$ cat src/rtl/usb_pkg.sv
// Shared definitions for the nano6502 USB HID path: register map, repeat FSM
// states and the millisecond-to-cycle helper.
package usb_pkg;

   localparam logic [3:0] USB_ADDR_STATUS      = 4'h0;
   localparam logic [3:0] USB_ADDR_KEY_DATA    = 4'h1;
   localparam logic [3:0] USB_ADDR_FIFO_DATA   = 4'h2;
   localparam logic [3:0] USB_ADDR_FIFO_STATUS = 4'h3;

   typedef enum logic [1:0] {
      ST_IDLE,
      ST_DELAY,
      ST_REPEAT
   } rep_state_t;

   function automatic int unsigned ms_to_cyc(input int unsigned clk_hz,
                                             input int unsigned ms);
      return clk_hz / 1000 * ms;
   endfunction

endpackage

$ cat src/rtl/usb_key_fifo.sv
// Small synchronous byte FIFO; head entry is read out of storage through the
// registered read pointer and forced to zero while empty.
module usb_key_fifo #(
   parameter int DEPTH = 8
) (
   input  logic                       clk,
   input  logic                       rst,
   input  logic                       push,
   input  logic [7:0]                 wr_data,
   input  logic                       pop,
   input  logic                       flush,
   output logic [7:0]                 data,
   output logic [$clog2(DEPTH+1)-1:0] count,
   output logic                       full,
   output logic                       empty
);

   localparam int PW = $clog2(DEPTH);
   localparam int CW = $clog2(DEPTH+1);

   logic [7:0]    mem [DEPTH];
   logic [PW-1:0] rd_ptr;
   logic [PW-1:0] wr_ptr;
   logic          do_push;
   logic          do_pop;

   assign empty   = (count == '0);
   assign full    = (count == CW'(DEPTH));
   assign do_pop  = pop && !empty;
   // A pop in the same cycle frees the slot, so a full FIFO still accepts it.
   assign do_push = push && (!full || do_pop);

   // NOTE: storage has no reset; the head is masked while empty, so stale
   // contents are never observable and the array can map onto plain RAM.
   always_ff @(posedge clk) begin
      if (do_push && !flush) begin
         mem[wr_ptr] <= wr_data;
      end
   end

   always_ff @(posedge clk or posedge rst) begin
      if (rst) begin
         rd_ptr <= '0;
         wr_ptr <= '0;
         count  <= '0;
      end else if (flush) begin
         rd_ptr <= '0;
         wr_ptr <= '0;
         count  <= '0;
      end else begin
         if (do_push) wr_ptr <= wr_ptr + PW'(1);
         if (do_pop)  rd_ptr <= rd_ptr + PW'(1);
         count <= count + CW'(do_push) - CW'(do_pop);
      end
   end

   assign data = empty ? 8'h00 : mem[rd_ptr];

endmodule

$ cat src/rtl/usb_key_buffer.sv
// Keyboard event buffer: typematic repeat scheduler feeding a small FIFO that
// the CPU drains through register reads.
module usb_key_buffer
   import usb_pkg::*;
#(
   parameter int unsigned CLK_FREQ_HZ     = 25_000_000,
   parameter int          DEPTH           = 8,
   parameter int unsigned REPEAT_DELAY_MS = 500,
   parameter int unsigned REPEAT_RATE_MS  = 100
) (
   input  logic                       clk_i,
   input  logic                       rst_i,
   input  logic                       key_valid_i,
   input  logic [7:0]                 key_char_i,
   input  logic                       key_held_i,
   input  logic                       repeat_en_i,
   input  logic                       pop_i,
   input  logic                       flush_i,
   output logic [7:0]                 data_o,
   output logic                       avail_o,
   output logic [$clog2(DEPTH+1)-1:0] count_o,
   output logic                       overflow_o
);

   localparam int unsigned DLY_CYC   = ms_to_cyc(CLK_FREQ_HZ, REPEAT_DELAY_MS);
   localparam int unsigned RATE_CYC  = ms_to_cyc(CLK_FREQ_HZ, REPEAT_RATE_MS);
   localparam logic [31:0] DLY_LOAD  = 32'(DLY_CYC - 1);
   localparam logic [31:0] RATE_LOAD = 32'(RATE_CYC - 1);

   rep_state_t  state, state_next;
   logic [31:0] cnt, cnt_next;
   logic [7:0]  rep_char, rep_char_next;
   logic        push;
   logic [7:0]  push_char;
   logic        full;
   logic        empty;

   always_ff @(posedge clk_i or posedge rst_i) begin
      if (rst_i) begin
         state    <= ST_IDLE;
         cnt      <= '0;
         rep_char <= '0;
      end else begin
         state    <= state_next;
         cnt      <= cnt_next;
         rep_char <= rep_char_next;
      end
   end

   // NOTE: every comb output gets a default first so no path infers a latch.
   always_comb begin
      state_next    = state;
      cnt_next      = cnt;
      rep_char_next = rep_char;
      if (flush_i) begin
         state_next = ST_IDLE;
         cnt_next   = '0;
      end else if (state == ST_IDLE) begin
         if (key_valid_i) begin
            state_next    = ST_DELAY;
            cnt_next      = DLY_LOAD;
            rep_char_next = key_char_i;
         end
      end else if (!key_held_i || !repeat_en_i) begin
         state_next = ST_IDLE;
         cnt_next   = '0;
      end else if (key_valid_i) begin
         state_next    = ST_DELAY;
         cnt_next      = DLY_LOAD;
         rep_char_next = key_char_i;
      end else if (cnt == '0) begin
         state_next = ST_REPEAT;
         cnt_next   = RATE_LOAD;
      end else begin
         cnt_next = cnt - 32'd1;
      end
   end

   always_comb begin
      push      = 1'b0;
      push_char = key_char_i;
      if (!flush_i) begin
         if (state == ST_IDLE) begin
            push = key_valid_i;
         end else if (key_held_i && repeat_en_i) begin
            if (key_valid_i) begin
               push = 1'b1;
            end else if (cnt == '0) begin
               push      = 1'b1;
               push_char = rep_char;
            end
         end
      end
   end

   // A push is dropped only when full and no pop frees a slot that cycle.
   always_ff @(posedge clk_i or posedge rst_i) begin
      if (rst_i) begin
         overflow_o <= 1'b0;
      end else if (flush_i) begin
         overflow_o <= 1'b0;
      end else if (push && full && !pop_i) begin
         overflow_o <= 1'b1;
      end
   end

   usb_key_fifo #(
      .DEPTH(DEPTH)
   ) u_fifo (
      .clk     (clk_i),
      .rst     (rst_i),
      .push    (push),
      .wr_data (push_char),
      .pop     (pop_i),
      .flush   (flush_i),
      .data    (data_o),
      .count   (count_o),
      .full    (full),
      .empty   (empty)
   );

   assign avail_o = !empty;

endmodule

$ cat config.mk
export PLATFORM = sky130hd
export DESIGN_NAME = usb_key_buffer
export DESIGN_NICKNAME = d
export VERILOG_FILES = /design/src/rtl/usb_pkg.sv /design/src/rtl/usb_key_fifo.sv /design/src/rtl/usb_key_buffer.sv
export SDC_FILE = /design/constraint.sdc
export NUM_CORES = 1
export LEC_CHECK = 0
export ABC_AREA = 1
export CAP_MARGIN = 20
export CORE_ASPECT_RATIO = 0.7
export CORE_MARGIN = 2
export CORE_UTILIZATION = 57
export DETAILED_ROUTE_END_ITERATION = 8
export PLACE_DENSITY = 0.76
export SLEW_MARGIN = 20
export SYNTH_ARGS = -nofsm -noshare
export SYNTH_HDL_FRONTEND = slang
export SYNTH_SLANG_ARGS = --single-unit
$ cat constraint.sdc
create_clock -name clk_i -period 3.03 [get_ports clk_i]
set_clock_uncertainty 0.2 [all_clocks]
set_input_delay 0.606 -clock clk_i [delete_from_list [all_inputs] [get_ports clk_i]]
set_output_delay 0.606 -clock clk_i [all_outputs]
set_load 0.05 [all_outputs]
# == After elaboration in Yosys (flattened, before gate mapping) ==
# Memories as Yosys holds them, arrays and structs flattened.
# Index checks and enable logic that the tools add are counted.
# Widths: inputs -> output; s select.
# word_totals
ff_bits,53
mem_bits_rw,64
input_bits,15
out_inout_bits,14
word_cells,75
n_memories,1
# memory_table
memory,depth,word_bits,read_ports,rd_ports_with_merged_regs,write_ports,line,source
u_fifo.mem,8,8,1,0,1,usb_key_fifo.sv:21,logic [7:0] mem [DEPTH];
# op_classes
add_sub_neg,5
eq_ne,3
muxes,35
bitwise,1
n_reduce_logical,23
# ops
op,count
$mux 32,6
$mux 8,9
$logic_not 32->1,1
$sub 32x1->32 const B,1
$mux 2,6
$mux 3,4
$mux 1,9
$add 3x1->3 const B,2
$logic_and 1x1->1,6
$logic_not 1->1,6
$reduce_bool 2->1,3
$add 4x1->4,1
$eq 4x4->1 const B,1
$logic_not 4->1,1
$mux 4,1
$reduce_and 2->1,2
$reduce_bool 4->1,1
$sub 4x1->4,1
$ne 3x3->1 const B,1
$logic_not 2->1,1
$logic_or 1x1->1,2
$ne 2x1->1 const B,1
$not 1->1,1

# == Longest topological paths before layout ==
# Gate-level depths: netlist of run 1.
# depth
word_depth,10
mapped_depth,13
depth_no_buf,13

# == Modules after synthesis ==
# A second synthesis of run 1 with hierarchy kept.
# hier_totals
hier_cells,752
area_unflattened_um2,6175.9
# modules_own_cells
module,instances,cells_each,area_each_um2
usb_key_fifo,1,322,3318.2
usb_key_buffer,1,430,2857.7

# == Worst setup path before layout of run 1 ==
# OpenSTA, ideal clock, no wires.
# synth_timing
kind,register -> register
from,reg u_fifo.count[2]
to,reg u_fifo.count[2]
setup_time_ns,0.122
arrival_time_ns,2.857
slack_ns,-0.149
path_stages_with_launch,12
path_buffers,0
synth_period_minus_slack_ns,3.179
cell_sequence,dfrtp_1 > inv_1 > ha_1 > nand3_1 > nand2_1 > inv_1 > ha_1 > inv_1 > ha_1 > fa_1 > xnor2_1 > nor2_1
# synth_between
elab_chain_len,8
elab_cells_between_ends,10
classes_between,add/sub (2); eq/ne (1); mux (1); reduce/logical (6)
# synth_rtl
element,line,source
start: declaration,usb_key_fifo.sv:13,"output logic [$clog2(DEPTH+1)-1:0] count,"
start signal: assignment,usb_key_fifo.sv:53,count <= count + CW'(do_push) - CW'(do_pop);
$logic_not 4->1 *,usb_key_fifo.sv:27,assign empty = (count == '0);
$logic_not 1->1 *,-,
net avail_o,usb_key_buffer.sv:20,"output logic avail_o,"
$logic_and 1x1->1 *,usb_key_fifo.sv:29,assign do_pop = pop && !empty;
$logic_or 1x1->1,usb_key_fifo.sv:31,assign do_push = push && (!full || do_pop);
$logic_and 1x1->1,usb_key_fifo.sv:31,
$add 4x1->4,usb_key_fifo.sv:53,
$sub 4x1->4 *,usb_key_fifo.sv:53,
$mux 4 *,usb_key_fifo.sv:46,end else if (flush) begin
# Mark *: on every way through the listed nets, which the timed path passes. The rest lies on a longest branch.
# A chain may end at the register's enable or synchronous reset.

# == Worst setup path in the final report of run 1 ==
# layout_timing
from,reg u_fifo.rd_ptr[0]
to,out data_o[6]
# layout_between
elab_chain_len,2
# layout_rtl
element,line,source
start: declaration,usb_key_fifo.sv:22,logic [PW-1:0] rd_ptr;
start signal: assignment,usb_key_fifo.sv:52,if (do_pop) rd_ptr <= rd_ptr + PW'(1);
$mem_v2 8x8,-,
$mux 8,usb_key_fifo.sv:57,assign data = empty ? 8'h00 : mem[rd_ptr];
end: declaration,usb_key_buffer.sv:19,"output logic [7:0] data_o,"
# Every way passes these cells.

==> impl_metrics.env, run 1 <==
export IMPL_status="completed"
export IMPL_io_pins=29
export IMPL_synth_net_count=691
export IMPL_switchingPower_w=0.00203
export IMPL_combPwrFrac_pct=31.6
export IMPL_ctsResizeCount=1
export IMPL_synth_common_cells="nand2_1, nor2_1, edfxtp_1, o21ai_0, dfrtp_1"
export IMPL_dpl_cell_area_um2=6410
export IMPL_cts_setup_buffers=0
export IMPL_synth_edf_count=64
export IMPL_syn_avg_cell_area_um2=8.92
export IMPL_port_buffers=28
export IMPL_fin_util_pct=68.1
export IMPL_clk_latency_ps=410
export IMPL_dp_hpwl_um=10400
export IMPL_ctsHoldBuffers=0
export IMPL_drtIter0Drc=604
export IMPL_seq_area_frac_synth_pct=54.7
export IMPL_post_place_ws_ps=99.8
export IMPL_diodes=0
export IMPL_die_y_um=89.4
export IMPL_crit_required_ps=2220
export IMPL_worstSetupEndpointType="primary output"
export IMPL_yosysTopAreaCell="edfxtp_1"
export IMPL_hold_path_class="reg -> reg"
export IMPL_ir_drop_mv=0.433
export IMPL_ys_flop_type="edfxtp_1"
export IMPL_fin_ws_ps=63.4
export IMPL_num_fill_cells=772
export IMPL_crit_fanout=34
export IMPL_swShare_pct=36.2
export IMPL_pwr_share_seq_pct=33.8
export IMPL_cts_buffers_inserted=17
export IMPL_netlist_top_cells_area="edfxtp_1, dfrtp_1, nand2_1, nor2_1, o21ai_0"
export IMPL_period_needed_ps=2970
export IMPL_nets=735
export IMPL_cp_start_kind="register"
export IMPL_max_clock_freq_ghz=0.337
export IMPL_grt_pass1_vias=4599
export IMPL_wl_per_cell_um=17.3
export IMPL_ant_nets=0
export IMPL_clock_sink_count=117
export IMPL_finalCritPeriodShare_pct=97.9
export IMPL_cts_tree="built"
export IMPL_maxCapViolCount=0
export IMPL_ys_async_sr_fraction_pct=45.3
export IMPL_antenna_found_initial=0
export IMPL_htreeDepth=4
export IMPL_dieArea_um2=11300
export IMPL_leakagePower_nw=2.99
export IMPL_grt_use_total_pct=27.7
export IMPL_num_vias=4928
export IMPL_grt_max_degree=54
export IMPL_worstSetupPathType="reg -> out"
export IMPL_rsz0062_at_grt="no"
export IMPL_synth_seq_cells=117
export IMPL_num_rows=31
export IMPL_p_clk_share_pct=34.6
export IMPL_finalHoldViolCount=0
export IMPL_grt_overflow_total=0
export IMPL_yosys_warnings=0
export IMPL_core_region_area_um2=10200
export IMPL_final_cell_area_um2=6980
export IMPL_die_w_um=126
export IMPL_cts_root_buf="clkbuf_16"
export IMPL_initial_utilization_pct=57.9
export IMPL_slew_violations=0
export IMPL_via_per_inst=5.78
export IMPL_p_per_area_nw_per_um2=803
export IMPL_syn_area_um2=5930
export IMPL_synth_most_common_cell="nand2_1"
export IMPL_clkSlewWorstSetupHoldPaths_ps=50
export IMPL_ctsLongestPathBuffers=2
export IMPL_routed_wirelength_um=14700
export IMPL_drive_above_1_share_pct=13.9
export IMPL_syn_inst=665
export IMPL_placedCellCount=822
export IMPL_fin_cells=853
export IMPL_place_congestion=0.990
export IMPL_timing_setup_tns_ps=0
export IMPL_setup_viol=0
export IMPL_slew_headroom_pct=57.0
export IMPL_grt_pass1_wl_um=23800
export IMPL_arrival_ps=2160
export IMPL_worst_pin_slew_ps=644
export IMPL_synth_top_area_share_pct=32.4
export IMPL_p_int_w=0.00357
export IMPL_route_detailed_drc=0
export IMPL_firstDrtPassIters=5
export IMPL_syn_to_final_growth_pct=17.6
export IMPL_ys_types=39
## final timing paths
path	from	endpoint	slack (ps)	cells after the start
setup / recovery	u_fifo.rd_ptr[0]	data_o[6]	60	7
hold / removal	state[1]	state[1]	280	2
setup reg to reg	cnt[0]	u_fifo.mem[0][7]	280	8
hold reg to reg	state[1]	state[1]	280	2
max in group asynchronous	rst_i	u_fifo.rd_ptr[1]	1990	3
min in group asynchronous	rst_i	cnt[24]	360	3
## cell usage in the layout, fill, tap and decap left out, types with 6 or more instances in the layout
cell / netlist / layout
inv_2: 6 / 7
edfxtp_1: 64 / 64
a21oi_2: 7 / 7
nor2_1: 133 / 133
clkdlybuf4s50_1: 0 / 20
clkbuf_16: 0 / 18
nand2_2: 6 / 6
nor2_2: 18 / 18
dfrtp_1: 53 / 52
o32ai_1: 16 / 16
a21oi_1: 9 / 9
nor3_1: 7 / 7
nand3_1: 27 / 26
inv_1: 51 / 50
o21ai_0: 56 / 56
nand2_1: 137 / 137
xor2_1: 10 / 10
buf_4: 0 / 21
ha_1: 10 / 10
## critical path, cell delays in order, from the launching register on
cell and delay, ps:
dfrtp_1 370, clkinv_1 50, buf_4 320, nor2_1 100, o32ai_1 430, nor2_1 120
nor2_1 140, buf_4 210
## logic make-up after synthesis
| family | count (synthesis) | synth area share [%] |
|---|---|---|
| xor gates and xnor gates | 15 | 2.21 |
| buffers and inverters | 76 | 5.02 |
| AOI/OAI and AO/OA | 103 | 10.7 |
| and+or+nand+nor | 343 | 24.8 |
| DFF | 117 | 54.7 |
| adders and majority gates | 11 | 2.45 |
## metrics by stage
| stage | total power, W | hold slack, ps |
|---|---|---|
| after floorplan | 0.00313 | 243 |
| after global placement | 0.00360 | 263 |
| after detailed placement | 0.00366 | 268 |
| after CTS | 0.00560 | 282 |
| after global routing | 0.00585 | 311 |
| final | 0.00560 | 279 |
## flip-flops by register name (all words and copies together), names as in the netlist
name	count
u_fifo.wr_ptr	3
cnt	32
state	2
u_fifo.count	4
overflow_o	1
rep_char	8
u_fifo.mem	64
u_fifo.rd_ptr	3
## cell type report
type	instances	area, um^2	share of cell area (%)
inverters	59	223	3.19
flip-flops and latches	117	3250	46.6
well taps	132	165	2.37
clock inverters	9	103	1.47
repair buffers	42	378	5.42
multi-input cells	472	2390	34.3
clock buffers	22	465	6.67
## layer usage
| layer | track usage, % | vias up | routed length (um) |
|---|---|---|---|
| met2 | 37.9 | 275 | 5960 |
| met3 | 9.16 | 36 | 1630 |
| met5 | 0 | - | 0 |
| met4 | 8.89 | 0 | 274 |
| met1 | 41.6 | 2318 | 6870 |
| li1 | - | 2299 | - |
## power groups by stage
stage	registers [W]	clock network, W	logic (W)
2_1_floorplan	0.00196	0	0.00117
3_3_place_gp	0.00191	0	0.00169
3_5_place_dp	0.00192	0	0.00174
4_1_cts	0.00189	0.00196	0.00175
5_1_grt	0.00191	0.00203	0.00192
6_report	0.00190	0.00194	0.00177
Power figures use the tool's default switching activity.
==> run 2, diff against run 1 <==
--- a/config.mk
+++ b/config.mk
@@ -11,6 +11,8 @@
 export CORE_MARGIN = 2
 export CORE_UTILIZATION = 57
 export DETAILED_ROUTE_END_ITERATION = 8
+export GPL_TIMING_DRIVEN = 1
+export HOLD_SLACK_MARGIN = 0.12
 export PLACE_DENSITY = 0.76
 export SLEW_MARGIN = 20
 export SYNTH_ARGS = -nofsm -noshare
==> results of run 2 <==
Same layout as run 1: the final DEF is identical, and so are final timing and power.
==> run 3, diff against run 2 <==
--- a/config.mk
+++ b/config.mk
@@ -5,7 +5,6 @@
 export SDC_FILE = /design/constraint.sdc
 export NUM_CORES = 1
 export LEC_CHECK = 0
-export ABC_AREA = 1
 export CAP_MARGIN = 20
 export CORE_ASPECT_RATIO = 0.7
 export CORE_MARGIN = 2
==> impl_metrics.env, run 3 <==
export IMPL_via_per_inst=6.40
export IMPL_antenna_found_initial=0
export IMPL_place_congestion=0.921
export IMPL_grt_pass1_wl_um=22500
export IMPL_synth_seq_cells=117
export IMPL_cpLargestDelayFamily="simple AND/OR/NAND/NOR gates"
export IMPL_arrival_ps=2910
export IMPL_finalHoldViolCount=0
export IMPL_max_clock_freq_ghz=0.338
export IMPL_syn_area_um2=5810
export IMPL_num_fill_cells=646
export IMPL_final_common_cell="edfxtp_1"
export IMPL_hold_path_class="in -> async"
export IMPL_synth_common_cells="edfxtp_1, nand2_1, dfrtp_1, nor2_1, inv_1"
export IMPL_slew_violations=0
export IMPL_syn_avg_cell_area_um2=12.2
export IMPL_worstSetupPathType="reg -> reg"
export IMPL_dp_hpwl_um=9390
export IMPL_io_pins=29
export IMPL_reg2reg_to="u_fifo.mem[0][5]"
export IMPL_path_cells="inv_1 -> ha_1 -> nor4b_2 -> nand2_1 -> or3_1 -> nor2_8 -> mux2_4"
export IMPL_grt_pass1_vias=4250
export IMPL_ir_drop_mv=0.446
export IMPL_seq_area_frac_synth_pct=55.9
export IMPL_slew_headroom_pct=44.5
export IMPL_synth_net_count=504
export IMPL_holdWs_ps=279
export IMPL_rsz0062_at_grt="no"
export IMPL_grt_use_total_pct=27.0
export IMPL_largest_register_ffs=64
export IMPL_period_needed_ps=2960
export IMPL_crit_fanout=8
export IMPL_num_vias=4335
export IMPL_maxCapViolCount=0
export IMPL_grt_overflow_total=0
export IMPL_ys_types=58
export IMPL_ys_flop_type="edfxtp_1"
export IMPL_yosys_warnings=0
export IMPL_die_y_um=88.5
export IMPL_num_rows=30
export IMPL_drive_above_1_share_pct=22.2
export IMPL_ant_nets=0
export IMPL_drtIter0Drc=468
export IMPL_cts_tree="built"
export IMPL_status="completed"
export IMPL_p_per_area_nw_per_um2=775
export IMPL_power_total_w=0.00544
export IMPL_crit_slowest_cell="or3_1"
export IMPL_post_place_ws_ps=98.7
export IMPL_firstDrtPassIters=5
export IMPL_htreeDepth=4
export IMPL_setup_viol=0
export IMPL_ys_async_sr_fraction_pct=45.3
export IMPL_cts_root_buf="clkbuf_16"
export IMPL_synth_edf_count=64
export IMPL_core_region_area_um2=9800
export IMPL_timing_setup_tns_ps=0
export IMPL_syn_to_final_growth_pct=20.7
export IMPL_regToRegSetupSlack_ps=70
export IMPL_clkSlewWorstSetupHoldPaths_ps=60
export IMPL_grt_max_degree=22
export IMPL_route_detailed_drc=0
export IMPL_synth_top_area_share_pct=33.1
export IMPL_clk_latency_ps=410
export IMPL_synth_most_common_cell="edfxtp_1"
export IMPL_syn_inst=478
export IMPL_cp_start_kind="register"
export IMPL_reg2reg_depth=7
export IMPL_cp_slowest_stage_delay_ps=540
export IMPL_worstReg2RegStart="cnt[1]"
export IMPL_ctsLongestPathBuffers=2
export IMPL_regMostFlops="u_fifo.mem"
export IMPL_final_cell_mix="edfxtp_1, nand2_1, dfrtp_1, buf_4, nor2_1"
export IMPL_crit_required_ps=2980
export IMPL_finalCritPeriodShare_pct=97.7
export IMPL_leakagePower_nw=2.73
export IMPL_fin_ws_ps=71.2
export IMPL_clock_sink_count=117
export IMPL_cts_buffers_inserted=17
export IMPL_die_w_um=125
export IMPL_ctsHoldBuffers=0
export IMPL_initial_utilization_pct=59.3
export IMPL_routed_wirelength_um=14200
export IMPL_critPathBufInv=1
export IMPL_worst_pin_slew_ps=829
export IMPL_port_buffers=28
export IMPL_yosysTopAreaCell="edfxtp_1"
export IMPL_nets=562
export IMPL_reg_largest_list="u_fifo.mem x64, cnt x32, rep_char x8"
export IMPL_dieArea_um2=11000
export IMPL_worstSetupEndpointType="register"
export IMPL_diodes=0
export IMPL_wl_per_cell_um=20.9
export IMPL_netlist_top_cells_area="edfxtp_1, dfrtp_1, mux4_2, nand2_1, mux2i_1"
[run 3: cell count changes after synthesis, moves of 9 or more]
cell / delta
nand2_1: -83
mux4_2: +16
o21ai_0: -39
inv_1: -31
or3_1: +9
nor2_1: -109
nor2_2: -18
mux2i_1: +13
nor4_1: +10
nor3_1: +11
a31oi_1: +11
o32ai_1: -15
[run 3: timing repair]
| item | 4_1_cts | 5_1_grt |
|---|---|---|
| resized for setup | 0 | 2 |
| buffers inserted | 0 | 0 |
| setup endpoints to repair | 0 | 33 |
[run 3: layout make-up]
cell class	count	area (um^2)	share of cell area, %
timing repair buffer	65	553	7.88
tap	128	160	2.28
clock inverter	15	156	2.23
sequential	117	3250	46.3
multi-input combinational	315	2390	34.1
inverter	20	78.8	1.12
clock buffer	17	425	6.06
[run 3: cell families after synthesis]
| logic type | synth area share (%) |
|---|---|
| multiplexers | 10.7 |
| buffers and inverters | 3.49 |
| flip-flops | 55.9 |
| AO/OA/AOI/OAI | 9.62 |
| AND/OR/NAND/NOR | 16.8 |
| XOR/XNOR | 1.05 |
| adder cells (fa/ha/maj) | 2.50 |
[run 3: where the power goes]
group / total (W) / internal (W) / leakage (nW) / switching, W
combinational: 0.00161 / 0.000618 / 1.17 / 0.000996
clock: 0.00195 / 0.00121 / 0.285 / 0.000738
sequential: 0.00187 / 0.00178 / 1.27 / 0.0000914
total: 0.00544 / 0.00361 / 2.73 / 0.00183
[run 3: stage by stage]
step | instances | instance area (um^2) | utilization [%]
after global placement | 645 | 6430 | 65.6
final | 677 | 7020 | 71.6
after global routing | 677 | 7020 | 71.6
after CTS | 677 | 7010 | 71.6
after detailed placement | 645 | 6430 | 65.6
after floorplan | 478 | 5820 | -
[run 3: worst max-delay path by stage]
| stage | start | to | slack [ps] | depth (start not counted) |
|---|---|---|---|---|
| after detailed placement | repeat_en_i | u_fifo.mem[4][1] | 100 | 8 |
| final | cnt[1] | u_fifo.mem[0][5] | 70 | 7 |
| after floorplan | repeat_en_i | u_fifo.mem[4][0] | -140 | 6 |
| after global routing | cnt[1] | u_fifo.mem[3][1] | 20 | 7 |
| after global placement | repeat_en_i | u_fifo.mem[4][1] | 160 | 8 |
| after CTS | u_fifo.count[2] | avail_o | 30 | 5 |
[run 3: layer usage]
layer / vias up / wire [um] / global-route usage (%)
li1: 1932 / - / -
met1: 2127 / 6230 / 38.7
met2: 245 / 6400 / 40.0
met3: 31 / 1330 / 7.38
met4: 0 / 226 / 10.5
met5: - / 0 / 0
[run 3: worst register-to-register path: cells and delay by family, from the launching register on]
family,cells,cell delay (ps)
fa+ha+maj,1,160
buf+inv,1,90
flops,1,430
mux,1,380
simple gates,4,1440
